`config.mk`:
```
export PLATFORM = sky130hd
export DESIGN_NAME = alu_cmd_driver
export DESIGN_NICKNAME = d
export VERILOG_FILES = /design/src/rtl/alu_cmd_driver.sv
export SDC_FILE = /design/constraint.sdc
export NUM_CORES = 1
export LEC_CHECK = 0
export ABC_AREA = 1
export ABC_CLOCK_PERIOD_IN_PS = 2850
export BUFFER_PORTS_ARGS = -buffer_cell sky130_fd_sc_hd__clkbuf_2
export CORE_MARGIN = 2
export CORE_UTILIZATION = 49
export CTS_BUF_LIST = sky130_fd_sc_hd__clkbuf_4
export CTS_CLUSTER_SIZE = 24
export DETAILED_ROUTE_END_ITERATION = 8
export PLACE_DENSITY = 0.66
export SLEW_MARGIN = 20
export SYNTH_ARGS = -nofsm -noshare
export SYNTH_HDL_FRONTEND = slang
export SYNTH_SLANG_ARGS = --single-unit
```
`constraint.sdc`:
```
create_clock -name clk -period 2.85 [get_ports clk]
set_clock_uncertainty 0.1 [all_clocks]
set_input_delay 0.285 -clock clk [delete_from_list [all_inputs] [get_ports clk]]
set_output_delay 0.285 -clock clk [all_outputs]
set_load 0.02 [all_outputs]
```
`src/rtl/alu_cmd_driver.sv`:
```
// ---------------------------------------------------------------------------
// alu_cmd_driver
//
// Queues host ALU commands in a small FIFO and sequences them into an external
// ALU. The ALU is powered up when work arrives, each command is issued for one
// cycle, the ALU result and error status are captured one cycle later, and the
// result is presented to the host on a valid/ready response channel. A
// power-up that never reaches the ALU "ready" state is abandoned after a
// bounded wait and reported as an error response. After any error response
// the ALU is walked back through power-up before the next command.
//
// Ports
//   clk          : clock, rising edge
//   rst          : asynchronous reset, active low
//   cmd_valid    : host offers a command
//   cmd_ready    : FIFO has room (command taken when valid & ready)
//   cmd_op       : 0 AND, 1 OR, 2 NOT, 3 XOR, 4 ADD, 5 SUB, 6 MULT, 7 CLEAR
//   cmd_load     : 1 = load cmd_a as accumulator, 0 = keep previous result
//   cmd_a/cmd_b  : accumulator operand / second operand
//   alu_on       : ALU power enable
//   alu_in_sel   : one-hot {persist, load, reset}
//   alu_num1/2   : ALU operands
//   alu_out_sel  : one-hot {AND, OR, NOT, XOR, ADD, SUB, MULT}
//   alu_result   : ALU result (combinational from ALU operand registers)
//   alu_state    : ALU state 00 off, 01 ready, 10 run, 11 run_error
//   rsp_valid    : response available
//   rsp_ready    : host accepts the response
//   rsp_data     : captured result
//   rsp_error    : error flag for that result
//   busy         : FSM outside IDLE or commands queued
// ---------------------------------------------------------------------------
module alu_cmd_driver #(
    parameter int DEPTH = 4,
    parameter int WIDTH = 8
) (
    input  logic             clk,
    input  logic             rst,
    input  logic             cmd_valid,
    output logic             cmd_ready,
    input  logic [2:0]       cmd_op,
    input  logic             cmd_load,
    input  logic [WIDTH-1:0] cmd_a,
    input  logic [WIDTH-1:0] cmd_b,
    output logic             alu_on,
    output logic [2:0]       alu_in_sel,
    output logic [WIDTH-1:0] alu_num1,
    output logic [WIDTH-1:0] alu_num2,
    output logic [6:0]       alu_out_sel,
    input  logic [WIDTH-1:0] alu_result,
    input  logic [1:0]       alu_state,
    output logic             rsp_valid,
    input  logic             rsp_ready,
    output logic [WIDTH-1:0] rsp_data,
    output logic             rsp_error,
    output logic             busy
);

    localparam int AW = $clog2(DEPTH);
    localparam int CW = AW + 1;
    localparam int EW = 4 + 2 * WIDTH;

    localparam logic [2:0] IN_PERSIST = 3'b100;
    localparam logic [2:0] IN_LOAD    = 3'b010;
    localparam logic [2:0] IN_RESET   = 3'b001;
    localparam logic [1:0] ALU_READY  = 2'b01;
    localparam logic [1:0] ALU_ERROR  = 2'b11;
    localparam logic [2:0] OP_CLEAR   = 3'd7;
    // Last cycle index of the power-up wait (15 cycles: indices 0..14).
    localparam logic [3:0] TMO_LAST   = 4'd14;

    typedef enum logic [2:0] {
        ST_IDLE    = 3'd0,
        ST_POWERUP = 3'd1,
        ST_ISSUE   = 3'd2,
        ST_CAPTURE = 3'd3,
        ST_RESPOND = 3'd4
    } state_t;

    // Op code to one-hot ALU operation select; CLEAR selects no operation.
    function automatic logic [6:0] op_onehot(input logic [2:0] op);
        case (op)
            3'd0:    op_onehot = 7'b1000000;
            3'd1:    op_onehot = 7'b0100000;
            3'd2:    op_onehot = 7'b0010000;
            3'd3:    op_onehot = 7'b0001000;
            3'd4:    op_onehot = 7'b0000100;
            3'd5:    op_onehot = 7'b0000010;
            3'd6:    op_onehot = 7'b0000001;
            default: op_onehot = 7'b0000000;
        endcase
    endfunction

    // ALU input select for the issue cycle.
    function automatic logic [2:0] issue_in_sel(input logic [2:0] op, input logic load);
        if (op == OP_CLEAR) begin
            issue_in_sel = IN_RESET;
        end else if (load) begin
            issue_in_sel = IN_LOAD;
        end else begin
            issue_in_sel = IN_PERSIST;
        end
    endfunction

    // FIFO storage and bookkeeping
    logic [EW-1:0] fifo_mem_r [DEPTH];
    logic [AW-1:0] wr_ptr_r;
    logic [AW-1:0] rd_ptr_r;
    logic [CW-1:0] count_r;
    logic [CW-1:0] count_nxt_s;
    logic          full_s;
    logic          empty_s;
    logic          push_s;
    logic          pop_s;

    logic [EW-1:0]    head_s;
    logic [2:0]       head_op_s;
    logic             head_load_s;
    logic [WIDTH-1:0] head_a_s;
    logic [WIDTH-1:0] head_b_s;

    // FSM and output registers
    state_t           state_r;
    state_t           state_nxt_s;
    logic [3:0]       tmo_r;
    logic [3:0]       tmo_nxt_s;
    logic             need_pwr_r;
    logic             need_pwr_nxt_s;
    logic [2:0]       op_r;
    logic [2:0]       op_nxt_s;
    logic             alu_on_r;
    logic             alu_on_nxt_s;
    logic [2:0]       in_sel_r;
    logic [2:0]       in_sel_nxt_s;
    logic [6:0]       out_sel_r;
    logic [6:0]       out_sel_nxt_s;
    logic [WIDTH-1:0] num1_r;
    logic [WIDTH-1:0] num1_nxt_s;
    logic [WIDTH-1:0] num2_r;
    logic [WIDTH-1:0] num2_nxt_s;
    logic             rsp_valid_r;
    logic             rsp_valid_nxt_s;
    logic [WIDTH-1:0] rsp_data_r;
    logic [WIDTH-1:0] rsp_data_nxt_s;
    logic             rsp_error_r;
    logic             rsp_error_nxt_s;
    logic             cmd_ready_r;
    logic             busy_r;

    assign full_s  = (count_r == CW'(DEPTH));
    assign empty_s = (count_r == CW'(0));
    // Refusing pushes while full also covers the full + pop case.
    assign push_s  = cmd_valid && !full_s;

    assign head_s      = fifo_mem_r[rd_ptr_r];
    assign head_op_s   = head_s[EW-1 -: 3];
    assign head_load_s = head_s[2*WIDTH];
    assign head_a_s    = head_s[2*WIDTH-1 -: WIDTH];
    assign head_b_s    = head_s[WIDTH-1:0];

    // Next FIFO occupancy from this cycle's push/pop.
    always_comb begin
        count_nxt_s = count_r;
        case ({push_s, pop_s})
            2'b10:   count_nxt_s = count_r + CW'(1);
            2'b01:   count_nxt_s = count_r - CW'(1);
            default: count_nxt_s = count_r;
        endcase
    end

    // FIFO storage write (data only, no reset needed).
    always_ff @(posedge clk) begin
        if (push_s) begin
            fifo_mem_r[wr_ptr_r] <= {cmd_op, cmd_load, cmd_a, cmd_b};
        end
    end

    // FIFO pointers and count; pointers wrap naturally (DEPTH is a power of 2).
    always_ff @(posedge clk or negedge rst) begin
        if (!rst) begin
            wr_ptr_r <= {AW{1'b0}};
            rd_ptr_r <= {AW{1'b0}};
            count_r  <= {CW{1'b0}};
        end else begin
            if (push_s) begin
                wr_ptr_r <= wr_ptr_r + AW'(1);
            end
            if (pop_s) begin
                rd_ptr_r <= rd_ptr_r + AW'(1);
            end
            count_r <= count_nxt_s;
        end
    end

    // Next-state and next-output logic. Outputs are computed for the state
    // being entered so the registered outputs line up with the FSM state.
    always_comb begin
        state_nxt_s     = state_r;
        pop_s           = 1'b0;
        tmo_nxt_s       = tmo_r;
        need_pwr_nxt_s  = need_pwr_r;
        op_nxt_s        = op_r;
        alu_on_nxt_s    = alu_on_r;
        in_sel_nxt_s    = IN_PERSIST;
        out_sel_nxt_s   = out_sel_r;
        num1_nxt_s      = num1_r;
        num2_nxt_s      = num2_r;
        rsp_valid_nxt_s = 1'b0;
        rsp_data_nxt_s  = rsp_data_r;
        rsp_error_nxt_s = rsp_error_r;
        case (state_r)
            ST_IDLE: begin
                alu_on_nxt_s = 1'b0;
                if (!empty_s) begin
                    state_nxt_s  = ST_POWERUP;
                    alu_on_nxt_s = 1'b1;
                    tmo_nxt_s    = 4'd0;
                end else begin
                    state_nxt_s  = ST_IDLE;
                end
            end
            ST_POWERUP: begin
                alu_on_nxt_s = 1'b1;
                if (alu_state == ALU_READY) begin
                    state_nxt_s    = ST_ISSUE;
                    need_pwr_nxt_s = 1'b0;
                    op_nxt_s       = head_op_s;
                    num1_nxt_s     = head_a_s;
                    num2_nxt_s     = head_b_s;
                    out_sel_nxt_s  = op_onehot(head_op_s);
                    in_sel_nxt_s   = issue_in_sel(head_op_s, head_load_s);
                end else if (tmo_r == TMO_LAST) begin
                    // Give up on this command and report it as failed.
                    pop_s           = 1'b1;
                    state_nxt_s     = ST_RESPOND;
                    rsp_valid_nxt_s = 1'b1;
                    rsp_data_nxt_s  = {WIDTH{1'b0}};
                    rsp_error_nxt_s = 1'b1;
                    need_pwr_nxt_s  = 1'b1;
                end else begin
                    tmo_nxt_s = tmo_r + 4'd1;
                end
            end
            ST_ISSUE: begin
                pop_s       = 1'b1;
                state_nxt_s = ST_CAPTURE;
            end
            ST_CAPTURE: begin
                state_nxt_s     = ST_RESPOND;
                rsp_valid_nxt_s = 1'b1;
                if (op_r == OP_CLEAR) begin
                    rsp_data_nxt_s = {WIDTH{1'b0}};
                end else begin
                    rsp_data_nxt_s = alu_result;
                end
                rsp_error_nxt_s = (alu_state == ALU_ERROR);
                need_pwr_nxt_s  = (alu_state == ALU_ERROR);
            end
            ST_RESPOND: begin
                rsp_valid_nxt_s = 1'b1;
                if (rsp_ready) begin
                    rsp_valid_nxt_s = 1'b0;
                    if (empty_s) begin
                        state_nxt_s   = ST_IDLE;
                        alu_on_nxt_s  = 1'b0;
                        out_sel_nxt_s = 7'b0000000;
                        num1_nxt_s    = {WIDTH{1'b0}};
                        num2_nxt_s    = {WIDTH{1'b0}};
                    end else if (need_pwr_r) begin
                        // After an error the ALU must report ready again first.
                        state_nxt_s = ST_POWERUP;
                        tmo_nxt_s   = 4'd0;
                    end else begin
                        state_nxt_s   = ST_ISSUE;
                        op_nxt_s      = head_op_s;
                        num1_nxt_s    = head_a_s;
                        num2_nxt_s    = head_b_s;
                        out_sel_nxt_s = op_onehot(head_op_s);
                        in_sel_nxt_s  = issue_in_sel(head_op_s, head_load_s);
                    end
                end else begin
                    state_nxt_s = ST_RESPOND;
                end
            end
            default: begin
                state_nxt_s  = ST_IDLE;
                alu_on_nxt_s = 1'b0;
            end
        endcase
    end

    // FSM state and registered outputs.
    always_ff @(posedge clk or negedge rst) begin
        if (!rst) begin
            state_r     <= ST_IDLE;
            tmo_r       <= 4'd0;
            need_pwr_r  <= 1'b0;
            op_r        <= 3'd0;
            alu_on_r    <= 1'b0;
            in_sel_r    <= IN_PERSIST;
            out_sel_r   <= 7'b0000000;
            num1_r      <= {WIDTH{1'b0}};
            num2_r      <= {WIDTH{1'b0}};
            rsp_valid_r <= 1'b0;
            rsp_data_r  <= {WIDTH{1'b0}};
            rsp_error_r <= 1'b0;
            cmd_ready_r <= 1'b1;
            busy_r      <= 1'b0;
        end else begin
            state_r     <= state_nxt_s;
            tmo_r       <= tmo_nxt_s;
            need_pwr_r  <= need_pwr_nxt_s;
            op_r        <= op_nxt_s;
            alu_on_r    <= alu_on_nxt_s;
            in_sel_r    <= in_sel_nxt_s;
            out_sel_r   <= out_sel_nxt_s;
            num1_r      <= num1_nxt_s;
            num2_r      <= num2_nxt_s;
            rsp_valid_r <= rsp_valid_nxt_s;
            rsp_data_r  <= rsp_data_nxt_s;
            rsp_error_r <= rsp_error_nxt_s;
            cmd_ready_r <= (count_nxt_s != CW'(DEPTH));
            busy_r      <= (state_nxt_s != ST_IDLE) || (count_nxt_s != CW'(0));
        end
    end

    assign cmd_ready   = cmd_ready_r;
    assign alu_on      = alu_on_r;
    assign alu_in_sel  = in_sel_r;
    assign alu_out_sel = out_sel_r;
    assign alu_num1    = num1_r;
    assign alu_num2    = num2_r;
    assign rsp_valid   = rsp_valid_r;
    assign rsp_data    = rsp_data_r;
    assign rsp_error   = rsp_error_r;
    assign busy        = busy_r;

endmodule

```
==> reports/results.ini <==
[job]
max_cap_violations=0

[setup_path]
crit_type=reg2reg
cp_slowest_cell=dfrtp_2
critPathCaptureType=register
critical-path-max-stage-delay_ns=0.49
crit_chain=nor2_4, nand3_1, inv_1, nand2_1, nand2_1, ha_1, inv_1, fa_1, o21ai_0, or2_2, nor2_1, nand2_1
cp_max_fo=7
r2r-start=state_r[2]
path_common_cell=nand2_1
startpoint_type=register
critPathTopFamily=simple AND/OR/NAND/NOR gates
cp_num_buf_inv=2
rrSetupSlack_ns=0.20
critPathRequiredTime_ns=3.18
crit_arrival_ns=2.98
rr_worst_depth=12
r2r_end=busy

[routing]
vias_per_cell=4.912
routedWlPerCell_um=13.72
ant_nets=0
vias=4288
first_pass_iters=4
first_iter_violations=198
drc=0
postRouteWirelength_mm=11.98

[die]
rows=40
die_h_um=114.1
ioPinCount=73
die-area_mm2=0.01303
die_w_um=114.1
initial_utilization_pct=49.91
core_mm2=0.01191

[yosys]
synth_top_flop_cell=edfxtp_1
yosys_warnings=0
syn_avg_cell_area_um2=9.924
synth_commonest_cells=nand2_1, edfxtp_1, inv_1
ys_top_cells_by_area=edfxtp_1, dfrtp_1, nand2_1
synth_top_area_share_pct=40.41
synth-edff-count=80
async_reset_ff_share_pct=41.61
synth-seq-area-share_pct=64.45
yosysMostFrequentCell=nand2_1
yosysUniqueCellTypes=31
yosys_register_bits=137
netlist_area_mm2=0.005944
syn-num-nets=641
synthCells=599
yosysTopAreaCell=edfxtp_1

[grt]
grt_pass1_wl_mm=19.38
grt_max_degree=58
grt_pass1_vias=4088
grt_overflow=0
grt_usage_pct=19.44
antenna_found_initial=0

[final_layout]
fin_nets=755
regArea_mm2=0.003832
instances_no_fill=873
synthToLayoutAreaGrowth_pct=18.19
drive_gt1_share_pct=18.60
n_fill_cell=1015
diodes=0
multi_input_area_mm2=0.001740

[sta]
max_freq_mhz=377.6
hold_violations=0
worstMarginPinSlew_ns=0.7888
final.setup.tns_ns=0
rsz0062_at_grt=false
period_minus_slack_ns=2.648
fin_ws_ns=0.2018
finalCritPeriodShare_pct=92.92
setup_viol=0
maxSlewHeadroom_pct=47.09
drv_slew=0

[worst_hold_path]
hold_path.class=in2reg
whs_path_depth=4
hold_end=wr_ptr_r[1]
hp-start=cmd_valid

[power]
max-vdd-ir-drop_mv=0.5313
p_leak_nw=3.410
power.density_mw_per_mm2=1033

[place]
globalplace.congestion=0.8644
port_buffers=72
hpwl_mm=7.532
dp_cells=809
dp_slack_ns=0.1786

[clock_network]
cts_buffer_depth=2
cts_root_buffer=clkbuf_4
cts_buffers=17
cts_tree=yes
htree_levels=4
cts_sinks=137
clk_latency_ns=0.53
clk_pin_slew_ns=0.10

[outcome]
outcome=completed

[placed cells by master (no fill, tap or decap), types with 4 or more instances in the layout]
cell           instances
dlygate4sd3_1         32
clkinv_1               6
nand3_1               33
inv_1                 65
nand2_1              199
edfxtp_1              80
ha_1                   7
nor2_2                 6
nor2_4                 4
o21ai_0               35
clkbuf_4              25
dfrtp_1               54
buf_4                 12
nand2_2                4
clkbuf_2              72
xor2_1                 4
a21oi_1               33
nor2_1                36
[cell type report]
class                      count  share of cell area, %
multi-input combinational    373                  24.77
timing repair buffer         116                  10.97
sequential                   137                  54.55
clock buffer                  25                  2.671
inverter                      68                  3.633
tap                          147                  2.618
clock inverter                 7                 0.7836
[sequential cells by signal (all words and copies together), names as in the netlist, 2 cells and up]
register / flops
tmo_r: 4
state_r: 3
op_r: 3
rd_ptr_r: 2
alu_in_sel: 3
count_r: 3
wr_ptr_r: 2
alu_num2: 8
alu_num1: 8
fifo_mem_r: 80
alu_out_sel: 7
rsp_data: 8
[timing repair]
action	4_1_cts	5_1_grt
hold endpoints to repair	145	0
endpoints found under the setup margin	0	1
gates resized for setup	0	1
hold buffers	32	0
buffers inserted	0	0
[cells by family after synthesis]
family                   Yosys count  share of synthesized area [%]
buffers and inverters             89                          6.440
XOR/XNOR                           6                         0.8840
adder cells (fa/ha/maj)            8                          1.810
AO/OA/AOI/OAI                     71                          6.252
flip-flops                       137                          64.45
AND/OR/NAND/NOR                  288                          20.16
[worst min-delay path: cells and delay by family]
family | cells | cell delay, ns
AOI/OAI and AO/OA | 1 | 0.07
buffers and inverters | 2 | 0.25
and+or+nand+nor | 1 | 0.09
[where the power goes]
part	leakage [nW]	switching (W)	internal, W
Sequential	1.44	0.000294	0.00271
Clock	0.143	0.000624	0.000497
Combinational	1.83	0.00215	0.000979
Total	3.41	0.00307	0.00419
[worst max path at each step]
stage | slack (ns) | to | depth (start not counted) | start
global placement | 0.30 | busy | 12 | state_r[2]
detailed placement | 0.18 | busy | 12 | state_r[2]
floorplan | 0.45 | busy | 13 | state_r[2]
global route | 0.006 | busy | 12 | state_r[2]
CTS | 0.17 | busy | 12 | state_r[2]
finish | 0.20 | busy | 12 | state_r[2]
[stage by stage]
step                total power, W  utilization (%)  instance area [µm²]  hold slack [ns]
floorplan                 0.005360                -                 5944          -0.1106
global placement          0.006067            54.24                 6461           0.3534
detailed placement        0.006152            54.24                 6461           0.3593
CTS                       0.007334            58.97                 7024          0.06266
global route              0.007850            58.98                 7025           0.1074
finish                    0.007256            58.98                 7025           0.1046
[routing by layer]
metal	GRT usage [%]	vias up	part of all wire, %
li1	-	2164	-
met1	23.84	2021	45
met2	33.13	87	50
met3	4.500	16	3.6
met4	8.293	0	1.5
met5	0	-	0
No activity file was read; power rests on OpenSTA's default activity.
